File: config.mk
export PLATFORM = sky130hd
export DESIGN_NAME = debounce_event_arbiter
export DESIGN_NICKNAME = d
export VERILOG_FILES = /design/src/rtl/debounce_event_arbiter_pkg.sv /design/src/rtl/debounce_event_arbiter_channel.sv /design/src/rtl/debounce_event_arbiter.sv
export SDC_FILE = /design/constraint.sdc
export NUM_CORES = 1
export LEC_CHECK = 0
export CAP_MARGIN = 20
export CELL_PAD_IN_SITES_DETAIL_PLACEMENT = 0
export CELL_PAD_IN_SITES_GLOBAL_PLACEMENT = 1
export CORE_ASPECT_RATIO = 0.75
export CORE_MARGIN = 2
export CORE_UTILIZATION = 42
export DETAILED_ROUTE_END_ITERATION = 10
export PLACE_DENSITY = 0.88
export SLEW_MARGIN = 5
export SYNTH_ARGS = -nofsm -noshare
export SYNTH_HDL_FRONTEND = slang
export SYNTH_SLANG_ARGS = --single-unit
File: constraint.sdc
create_clock -name CLK -period 1.9 [get_ports CLK]
set_input_delay 0.19 -clock CLK [delete_from_list [all_inputs] [get_ports CLK]]
set_output_delay 0.19 -clock CLK [all_outputs]
set_load 0.05 [all_outputs]
File: src/rtl/debounce_event_arbiter_pkg.sv
// Shared definitions for the debounce/event arbiter slice: arbiter state
// encoding and the width helper used for counters and channel indices.
package debounce_event_arbiter_pkg;

    typedef enum logic [0:0] {
        IDLE    = 1'b0,
        PRESENT = 1'b1
    } arb_state_e;

    localparam logic [0:0] ST_IDLE    = IDLE;
    localparam logic [0:0] ST_PRESENT = PRESENT;

    // Width needed to hold values 0..n-1, never narrower than one bit.
    function automatic int widthOf(input int n);
        return (n <= 1) ? 1 : $clog2(n);
    endfunction

endpackage

File: src/rtl/debounce_event_arbiter_channel.sv
// One debounce lane: synchronizer, stable-sample counter, debounced level
// and a one-cycle edge pulse that coincides with the level change.
module debounce_channel
    import debounce_event_arbiter_pkg::*;
#(
    parameter int SYNC_STAGES = 2,
    parameter int STABLE_CNT  = 5
) (
    input  logic i_clk,
    input  logic i_rst,
    input  logic i_tick,
    input  logic i_noisy,
    output logic o_level,
    output logic o_edge
);

    localparam int               CNT_W    = widthOf(STABLE_CNT);
    localparam logic [CNT_W-1:0] CNT_LAST = CNT_W'(STABLE_CNT - 1);

    logic [SYNC_STAGES-1:0] r_sync;
    logic [CNT_W-1:0]       r_cnt;
    logic                   r_level;
    logic                   r_edge;
    logic                   w_sample;

    assign w_sample = r_sync[SYNC_STAGES-1];

    // Any sample that agrees with the current level restarts the count.
    always_ff @(posedge i_clk) begin
        if (i_rst) begin
            r_sync  <= '0;
            r_cnt   <= '0;
            r_level <= 1'b0;
            r_edge  <= 1'b0;
        end else begin
            r_sync <= {r_sync[SYNC_STAGES-2:0], i_noisy};
            r_edge <= 1'b0;
            if (i_tick) begin
                if (w_sample == r_level) begin
                    r_cnt <= '0;
                end else if (r_cnt == CNT_LAST) begin
                    r_level <= ~r_level;
                    r_cnt   <= '0;
                    r_edge  <= 1'b1;
                end else begin
                    r_cnt <= r_cnt + 1'b1;
                end
            end
        end
    end

    assign o_level = r_level;
    assign o_edge  = r_edge;

endmodule

File: src/rtl/debounce_event_arbiter.sv
// Multi-channel debouncer whose level changes are queued in one-deep
// per-channel slots and served round-robin over a valid/ready event port.
module debounce_event_arbiter
    import debounce_event_arbiter_pkg::*;
#(
    parameter int NUM_CH         = 4,
    parameter int no_sync_stages = 2,
    parameter int TICK_DIV       = 4,
    parameter int STABLE_CNT     = 5,
    localparam int CH_W          = widthOf(NUM_CH)
) (
    input  logic              CLK,
    input  logic              RST,
    input  logic [NUM_CH-1:0] noisy_IN,
    output logic [NUM_CH-1:0] Debouncer_out,
    output logic              evt_valid,
    input  logic              evt_ready,
    output logic [CH_W-1:0]   evt_chan,
    output logic              evt_level,
    output logic [NUM_CH-1:0] ovf,
    input  logic [NUM_CH-1:0] clr_ovf
);

    localparam int              PS_W    = widthOf(TICK_DIV);
    localparam logic [PS_W-1:0] PS_LAST = PS_W'(TICK_DIV - 1);

    logic [PS_W-1:0]   r_presc;
    logic [NUM_CH-1:0] r_pend;
    logic [NUM_CH-1:0] r_plev;
    logic [NUM_CH-1:0] r_ovf;
    logic [0:0]        r_state;
    logic [CH_W-1:0]   r_ptr;
    logic              r_evtValid;
    logic [CH_W-1:0]   r_evtChan;
    logic              r_evtLevel;

    logic              w_tick;
    logic [NUM_CH-1:0] w_level;
    logic [NUM_CH-1:0] w_edge;
    logic [NUM_CH-1:0] w_clearOh;
    logic              w_found;
    logic [CH_W-1:0]   w_grantIdx;

    // First pending channel at or after ptr, wrapping modulo NUM_CH.
    function automatic logic [CH_W:0] pickNext(input logic [NUM_CH-1:0] pend,
                                               input logic [CH_W-1:0]   ptr);
        logic [CH_W:0]   result;
        logic [CH_W-1:0] sel;
        int              idx;
        result = '0;
        for (int k = NUM_CH - 1; k >= 0; k--) begin
            idx = int'(ptr) + k;
            if (idx >= NUM_CH) idx = idx - NUM_CH;
            sel = CH_W'(idx);
            if (pend[sel]) result = {1'b1, sel};
        end
        return result;
    endfunction

    assign w_tick = (r_presc == PS_LAST);

    always_ff @(posedge CLK) begin
        if (RST || w_tick) r_presc <= '0;
        else               r_presc <= r_presc + 1'b1;
    end

    for (genvar g = 0; g < NUM_CH; g++) begin : g_ch
        debounce_channel #(
            .SYNC_STAGES(no_sync_stages),
            .STABLE_CNT (STABLE_CNT)
        ) u_ch (
            .i_clk  (CLK),
            .i_rst  (RST),
            .i_tick (w_tick),
            .i_noisy(noisy_IN[g]),
            .o_level(w_level[g]),
            .o_edge (w_edge[g])
        );
    end

    assign {w_found, w_grantIdx} = pickNext(r_pend, r_ptr);

    always_comb begin
        w_clearOh = '0;
        if (r_state == ST_IDLE && w_found) w_clearOh[w_grantIdx] = 1'b1;
    end

    // A fresh edge always wins over the grant clearing its slot; overflow only
    // counts when the slot still held an unserved event.
    always_ff @(posedge CLK) begin
        if (RST) begin
            r_pend <= '0;
            r_plev <= '0;
            r_ovf  <= '0;
        end else begin
            r_pend <= (r_pend & ~w_clearOh) | w_edge;
            r_plev <= (r_plev & ~w_edge) | (w_level & w_edge);
            r_ovf  <= (r_ovf & ~clr_ovf) | (w_edge & r_pend & ~w_clearOh);
        end
    end

    always_ff @(posedge CLK) begin
        if (RST) begin
            r_state    <= ST_IDLE;
            r_ptr      <= '0;
            r_evtValid <= 1'b0;
            r_evtChan  <= '0;
            r_evtLevel <= 1'b0;
        end else begin
            case (r_state)
                ST_IDLE: begin
                    if (w_found) begin
                        r_evtChan  <= w_grantIdx;
                        r_evtLevel <= r_plev[w_grantIdx];
                        r_evtValid <= 1'b1;
                        r_state    <= ST_PRESENT;
                    end
                end
                ST_PRESENT: begin
                    if (evt_ready) begin
                        r_evtValid <= 1'b0;
                        r_ptr      <= (r_evtChan == CH_W'(NUM_CH - 1)) ? '0 : r_evtChan + 1'b1;
                        r_state    <= ST_IDLE;
                    end
                end
                default: r_state <= ST_IDLE;
            endcase
        end
    end

    assign Debouncer_out = w_level;
    assign evt_valid     = r_evtValid;
    assign evt_chan      = r_evtChan;
    assign evt_level     = r_evtLevel;
    assign ovf           = r_ovf;

endmodule

==> results of run 1 <==
## cells by family after synthesis
group | after synthesis | synth area share [%]
AOI/OAI and AO/OA | 44 | 15.2
xor gates and xnor gates | 4 | 1.71
adders and majority gates | 10 | 6.12
buffers and inverters | 28 | 5.99
DFF | 49 | 48.0
muxes | 11 | 5.38
and+or+nand+nor | 70 | 17.7
## sequential cells by signal, summed over array words and instances (netlist names), named ones only
name               count
r_ptr                  2
evt_chan               2
ovf                    4
r_state                1
evt_valid              1
r_pend                 4
evt_level              1
r_presc                2
g_ch.u_ch.o_edge       4
g_ch.u_ch.r_sync       8
g_ch.u_ch.r_cnt       12
g_ch.u_ch.o_level      4
## power by group through the flow
stage	sequential, mW	clock [mW]	combinational, mW
global placement	1.07	0	0.0717
finish	1.05	0.557	0.0722
global route	1.05	0.627	0.0800
detailed placement	1.07	0	0.0723
CTS	1.05	0.577	0.0729
floorplan	1.07	0	0.0386
## metrics by stage
stage	utilization (%)	cell area [µm²]	hold slack [ns]	total power, mW
global placement	50.4	2300	0.417	1.14
CTS	52.0	2380	0.432	1.70
finish	52.0	2380	0.428	1.68
global route	52.0	2380	0.437	1.75
detailed placement	50.4	2300	0.420	1.14
floorplan	-	2050	0.287	1.11
## Yosys cell counts
master,number,share of area (%)
sky130_fd_sc_hd__xnor2_1,3,1.3
sky130_fd_sc_hd__nor2b_1,9,2.8
sky130_fd_sc_hd__and2_1,1,0.31
sky130_fd_sc_hd__nor2_1,20,3.7
sky130_fd_sc_hd__a211o_1,1,0.43
sky130_fd_sc_hd__and3_1,3,0.92
sky130_fd_sc_hd__mux2i_1,11,5.4
sky130_fd_sc_hd__clkbuf_2,1,0.24
sky130_fd_sc_hd__or3b_2,1,0.43
sky130_fd_sc_hd__inv_1,16,2.9
sky130_fd_sc_hd__nor4_1,4,1.2
sky130_fd_sc_hd__o221ai_1,1,0.43
sky130_fd_sc_hd__o32ai_1,3,1.3
sky130_fd_sc_hd__nor3b_2,1,0.61
sky130_fd_sc_hd__nand2_1,12,2.2
sky130_fd_sc_hd__o31ai_2,2,1.2
sky130_fd_sc_hd__clkbuf_1,5,0.92
sky130_fd_sc_hd__buf_2,1,0.24
sky130_fd_sc_hd__nand2b_1,7,2.1
sky130_fd_sc_hd__nand3b_1,1,0.37
sky130_fd_sc_hd__xor2_1,1,0.43
sky130_fd_sc_hd__o31ai_1,3,1.1
sky130_fd_sc_hd__nand3_1,6,1.5
sky130_fd_sc_hd__nor3_1,3,0.73
sky130_fd_sc_hd__a21oi_1,14,3.4
sky130_fd_sc_hd__a211oi_4,1,0.98
sky130_fd_sc_hd__or3_4,1,0.55
sky130_fd_sc_hd__ha_1,10,6.1
sky130_fd_sc_hd__dfxtp_1,49,48
sky130_fd_sc_hd__or2_2,1,0.31
sky130_fd_sc_hd__buf_4,4,1.5
sky130_fd_sc_hd__o22ai_1,1,0.31
sky130_fd_sc_hd__a22oi_1,1,0.37
sky130_fd_sc_hd__a22o_1,7,3.0
sky130_fd_sc_hd__a21oi_2,1,0.43
sky130_fd_sc_hd__o21ai_0,9,2.2
sky130_fd_sc_hd__buf_1,1,0.18
## metal layers
metal | part of all wire, % | up-vias | track usage [%] | wire, µm
met1 | 54 | 692 | 22.3 | 1990
li1 | - | 771 | - | -
met2 | 40 | 29 | 23.2 | 1480
met5 | 0 | - | 0 | 0
met4 | 0.65 | 0 | 4.17 | 24
met3 | 5.2 | 2 | 5.10 | 191
## path summary, 6_finish.rpt
kind	depth (start not counted)	end
max	1	Debouncer_out[1]
min	1	r_presc[0]
max reg2reg	5	ovf[1]
min reg2reg	1	r_presc[0]
## cell type report
type	count	share of cell area, %
sequential	49	41.3
multi-input combinational	139	39.7
tap	57	3.00
clock inverter	1	0.211
timing repair buffer	24	10.4
clock buffer	5	2.90
inverter	16	2.53
==> flow_summary.ini, run 1 <==
[critical_path]
path_class = flop to output port
worst-endpoint-arrival_ns = 1.54
reg2reg_setup_slack_ns = 0.24
timing.rr.start = r_pend[1]
kind_of_cell_adding_the_most_delay_to_the_critical_path = buffers and inverters
startpoint_type = flop
crit_path_end_kind = output port
crit_required_ns = 1.71
crit_path_max_fanout = 4
maximum_cell_stage_delay_along_the_critical_path_ns = 0.85
cpMaxStageDelayCell = sky130_fd_sc_hd__clkdlybuf4s50_1
number_of_buffers_and_inverters_on_the_critical_path = 1
cp_cell_sequence = clkdlybuf4s50_1
worstSetupStartpoint = g_ch[1].u_ch.o_level

[final_layout]
commonest_cells_after_routing_fill_and_taps_aside = sky130_fd_sc_hd__dfxtp_1 (49), sky130_fd_sc_hd__clkdlybuf4s50_1 (22), sky130_fd_sc_hd__nor2_1 (20), sky130_fd_sc_hd__inv_1 (16), sky130_fd_sc_hd__a21oi_1 (14)
share_of_cells_above_drive_strength_1_pct = 6.84
multi_input_logic_area_um2 = 942
number_of_non_filler_instances_in_the_completed_layout = 291
areaGrowthSynthToFinish_pct = 16.1
number_of_filler_instances_in_the_final_layout = 425
post_layout_net_count = 256
layout_commonest_cell = sky130_fd_sc_hd__dfxtp_1
seqCellArea_um2 = 981
insertedDiodeCount = 0

[yosys]
mappedNetlistArea_um2 = 2050
synth_warnings = 0
yosysSeqAreaShare_pct = 48.0
post_synth_inst_count = 216
synthesis.nets = 237
synth.distinct_cells = 37
post_synth.cell_area_avg_um2 = 9.47
ys_ff_latch = 49

[sta]
tightest_slew_ns = 0.784
finalHoldViolations = 0
finalWorstPathRequiredPeriod_ns = 1.73
grt_setup_unrepaired = no
fin_setup_tns_ns = 0
layout_worst_path_cycle_share_pct = 91.0
fmax_ghz = 0.578
final_max_slew_viol_count = 0
clock-skew-final_ns = 0.00437
postLayoutSetupSlackWorst_ns = 0.170
slew_headroom_pct = 47.5
finalSetupViolations = 0

[outcome]
run_status = completed

[power]
sw_power_mw = 0.355
seqPwrFrac_pct = 62.4
clkPwrFrac_pct = 33.3
comb_power_share_pct = 4.3
p_leak_nw = 0.882
internal_power_consumption_mw = 1.32
power-per-cell-area_nw_per_um2 = 705
peakVddDrop_mv = 0.485
power.share.switching_pct = 21.2

[detailed_routing]
routed_wire_length_per_instance_um = 12.7
drc_errors = 0
finalWirelength_mm = 3.68
ant_nets = 0
num_vias = 1494
detail_route.iter0.violations = 90
detail_route.vias_per_cell = 5.13
firstDrtPassIters = 4

[clocking]
cts_hold_buffers = 0
clock_insertion_delay_worst_skew_ns = 0.29
clk_transition_reported_paths_ns = 0.08
tritoncts = built
cts-htree-levels = 2
number_of_gates_resized_after_cts = 0
numClockSinks = 49
cts.path.max_buffers = 2
cts_inserted_buffers = 5
cts.root.buffer_cell = sky130_fd_sc_hd__clkbuf_8
post-cts-setup-buffer-count = 0

[floorplan]
initial_utilization_pct = 44.7
floorplan.io_pins = 23
dieArea_um2 = 5450
floorplan.core_area_um2 = 4570
die_w_um = 84.6
die_height_um = 64.4
fp-row-count = 21

[global_route]
grt_pass1_wl_mm = 6.89
via_count_of_the_first_global_routing_pass = 1501
grt_start_max_net_pins = 36
antenna_found_initial = 0
globalRoute.totalOverflow = 0
grt.total_usage_pct = 15.8

[job]
maxCapViolCount = 0

[place]
globalplace.congestion = 0.743
port-buffer-count = 22
hpwl_detailed_mm = 2.65
numPlacedInstances = 285
preCtsSetupSlack_ns = 0.125

[hold_path]
hold_class = flop to flop
hold_start = r_presc[0]
No activity file was read; power rests on OpenSTA's default activity.
==> run 2: changes to the inputs <==
Settings changed: RECOVER_POWER set to 25.
==> flow_summary.ini, run 2 (synthesis results as in run 1) <==
[sta]
finalHoldViolations = 0
final_max_slew_viol_count = 0
hold_ws_ns = 0.428
grt_setup_unrepaired = no
slew_headroom_pct = 47.6
finalSetupViolations = 0
fmax_ghz = 0.578
fin_setup_tns_ns = 0
clock-skew-final_ns = 0.00437
finalWorstPathRequiredPeriod_ns = 1.73
layout_worst_path_cycle_share_pct = 91.0
tightest_slew_ns = 0.783

[floorplan]
die_height_um = 64.4
floorplan.core_area_um2 = 4570
die_w_um = 84.6
initial_utilization_pct = 44.7
dieArea_um2 = 5450
floorplan.io_pins = 23
fp-row-count = 21

[final_layout]
share_of_cells_above_drive_strength_1_pct = 6.84
largest_registers = g_ch.u_ch.r_cnt: 12 flops, g_ch.u_ch.r_sync: 8 flops
post_layout_net_count = 256
areaGrowthSynthToFinish_pct = 16.1
insertedDiodeCount = 0
layout_commonest_cell = sky130_fd_sc_hd__dfxtp_1
largest_reg_flops = 12
finalCoreUtilization_pct = 52.0
final_area_um2 = 2380
max_flop_register = g_ch.u_ch.r_cnt
commonest_cells_after_routing_fill_and_taps_aside = sky130_fd_sc_hd__dfxtp_1 (49), sky130_fd_sc_hd__clkdlybuf4s50_1 (21), sky130_fd_sc_hd__nor2_1 (20), sky130_fd_sc_hd__inv_1 (16), sky130_fd_sc_hd__a21oi_1 (14)

[clocking]
numClockSinks = 49
cts.root.buffer_cell = sky130_fd_sc_hd__clkbuf_8
clock_insertion_delay_worst_skew_ns = 0.29
post-cts-setup-buffer-count = 0
cts-htree-levels = 2
tritoncts = built
cts_hold_buffers = 0
cts_inserted_buffers = 5
cts.path.max_buffers = 2
clk_transition_reported_paths_ns = 0.08
number_of_gates_resized_after_cts = 0

[detailed_routing]
firstDrtPassIters = 4
routed_wire_length_per_instance_um = 12.6
detail_route.vias_per_cell = 5.13
ant_nets = 0
num_vias = 1494
detail_route.iter0.violations = 90
finalWirelength_mm = 3.68
drc_errors = 0

[global_route]
via_count_of_the_first_global_routing_pass = 1501
grt_pass1_wl_mm = 6.89
grt.total_usage_pct = 15.8
antenna_found_initial = 0
grt_start_max_net_pins = 36
globalRoute.totalOverflow = 0

[job]
maxCapViolCount = 0

[critical_path]
cpMaxStageDelayCell = sky130_fd_sc_hd__clkdlybuf4s50_1
kind_of_cell_adding_the_most_delay_to_the_critical_path = buffers and inverters
reg2reg_setup_slack_ns = 0.24
startpoint_type = flop
crit_required_ns = 1.71
maximum_cell_stage_delay_along_the_critical_path_ns = 0.85
crit_path_max_fanout = 4
worstSetupStartpoint = g_ch[1].u_ch.o_level
crit_path_end_kind = output port
worst-endpoint-arrival_ns = 1.54
number_of_buffers_and_inverters_on_the_critical_path = 1
path_class = flop to output port
cp_cell_sequence = clkdlybuf4s50_1
timing.rr.start = r_pend[1]

[hold_path]
hold_class = flop to flop
hold_start = r_presc[0]

[place]
port-buffer-count = 22
globalplace.congestion = 0.743
hpwl_detailed_mm = 2.65
postPlaceCellArea_um2 = 2300

[power]
totalPowerFinal_mw = 1.68
power-per-cell-area_nw_per_um2 = 705
p_leak_nw = 0.882
peakVddDrop_mv = 0.485

[outcome]
run_status = completed
[run 2: final timing paths]
check | depth (start not counted) | to
hold / removal | 1 | r_presc[0]
setup reg to reg | 5 | ovf[1]
hold reg to reg | 1 | r_presc[0]
setup / recovery | 1 | Debouncer_out[1]
[run 2: where the power goes]
group	total [mW]	switching (mW)	internal, mW
Sequential	1.05	0.00588	1.04
Combinational	0.0718	0.0346	0.0372
Clock	0.557	0.314	0.243
Total	1.67	0.355	1.32
[run 2: stage by stage]
step                cells  setup slack (ns)
floorplan             216             0.491
global placement      285             0.173
detailed placement    285             0.125
CTS                   291             0.155
global route          291            0.0545
finish                291             0.170
[run 2: area by class of cell]
cell class / count / area [µm²]
fill: 425 / 2200
sequential: 49 / 981
multi-input combinational: 139 / 942
timing repair buffer: 24 / 248
tap: 57 / 71.3
clock buffer: 5 / 68.8
inverter: 16 / 60.1
clock inverter: 1 / 5.00
[run 2: routing by layer]
| layer | routed length (µm) | track usage (%) | vias up |
|---|---|---|---|
| li1 | - | - | 771 |
| met4 | 24 | 4.17 | 0 |
| met1 | 1990 | 22.3 | 692 |
| met3 | 191 | 5.10 | 2 |
| met5 | 0 | 0 | - |
| met2 | 1480 | 23.2 | 29 |
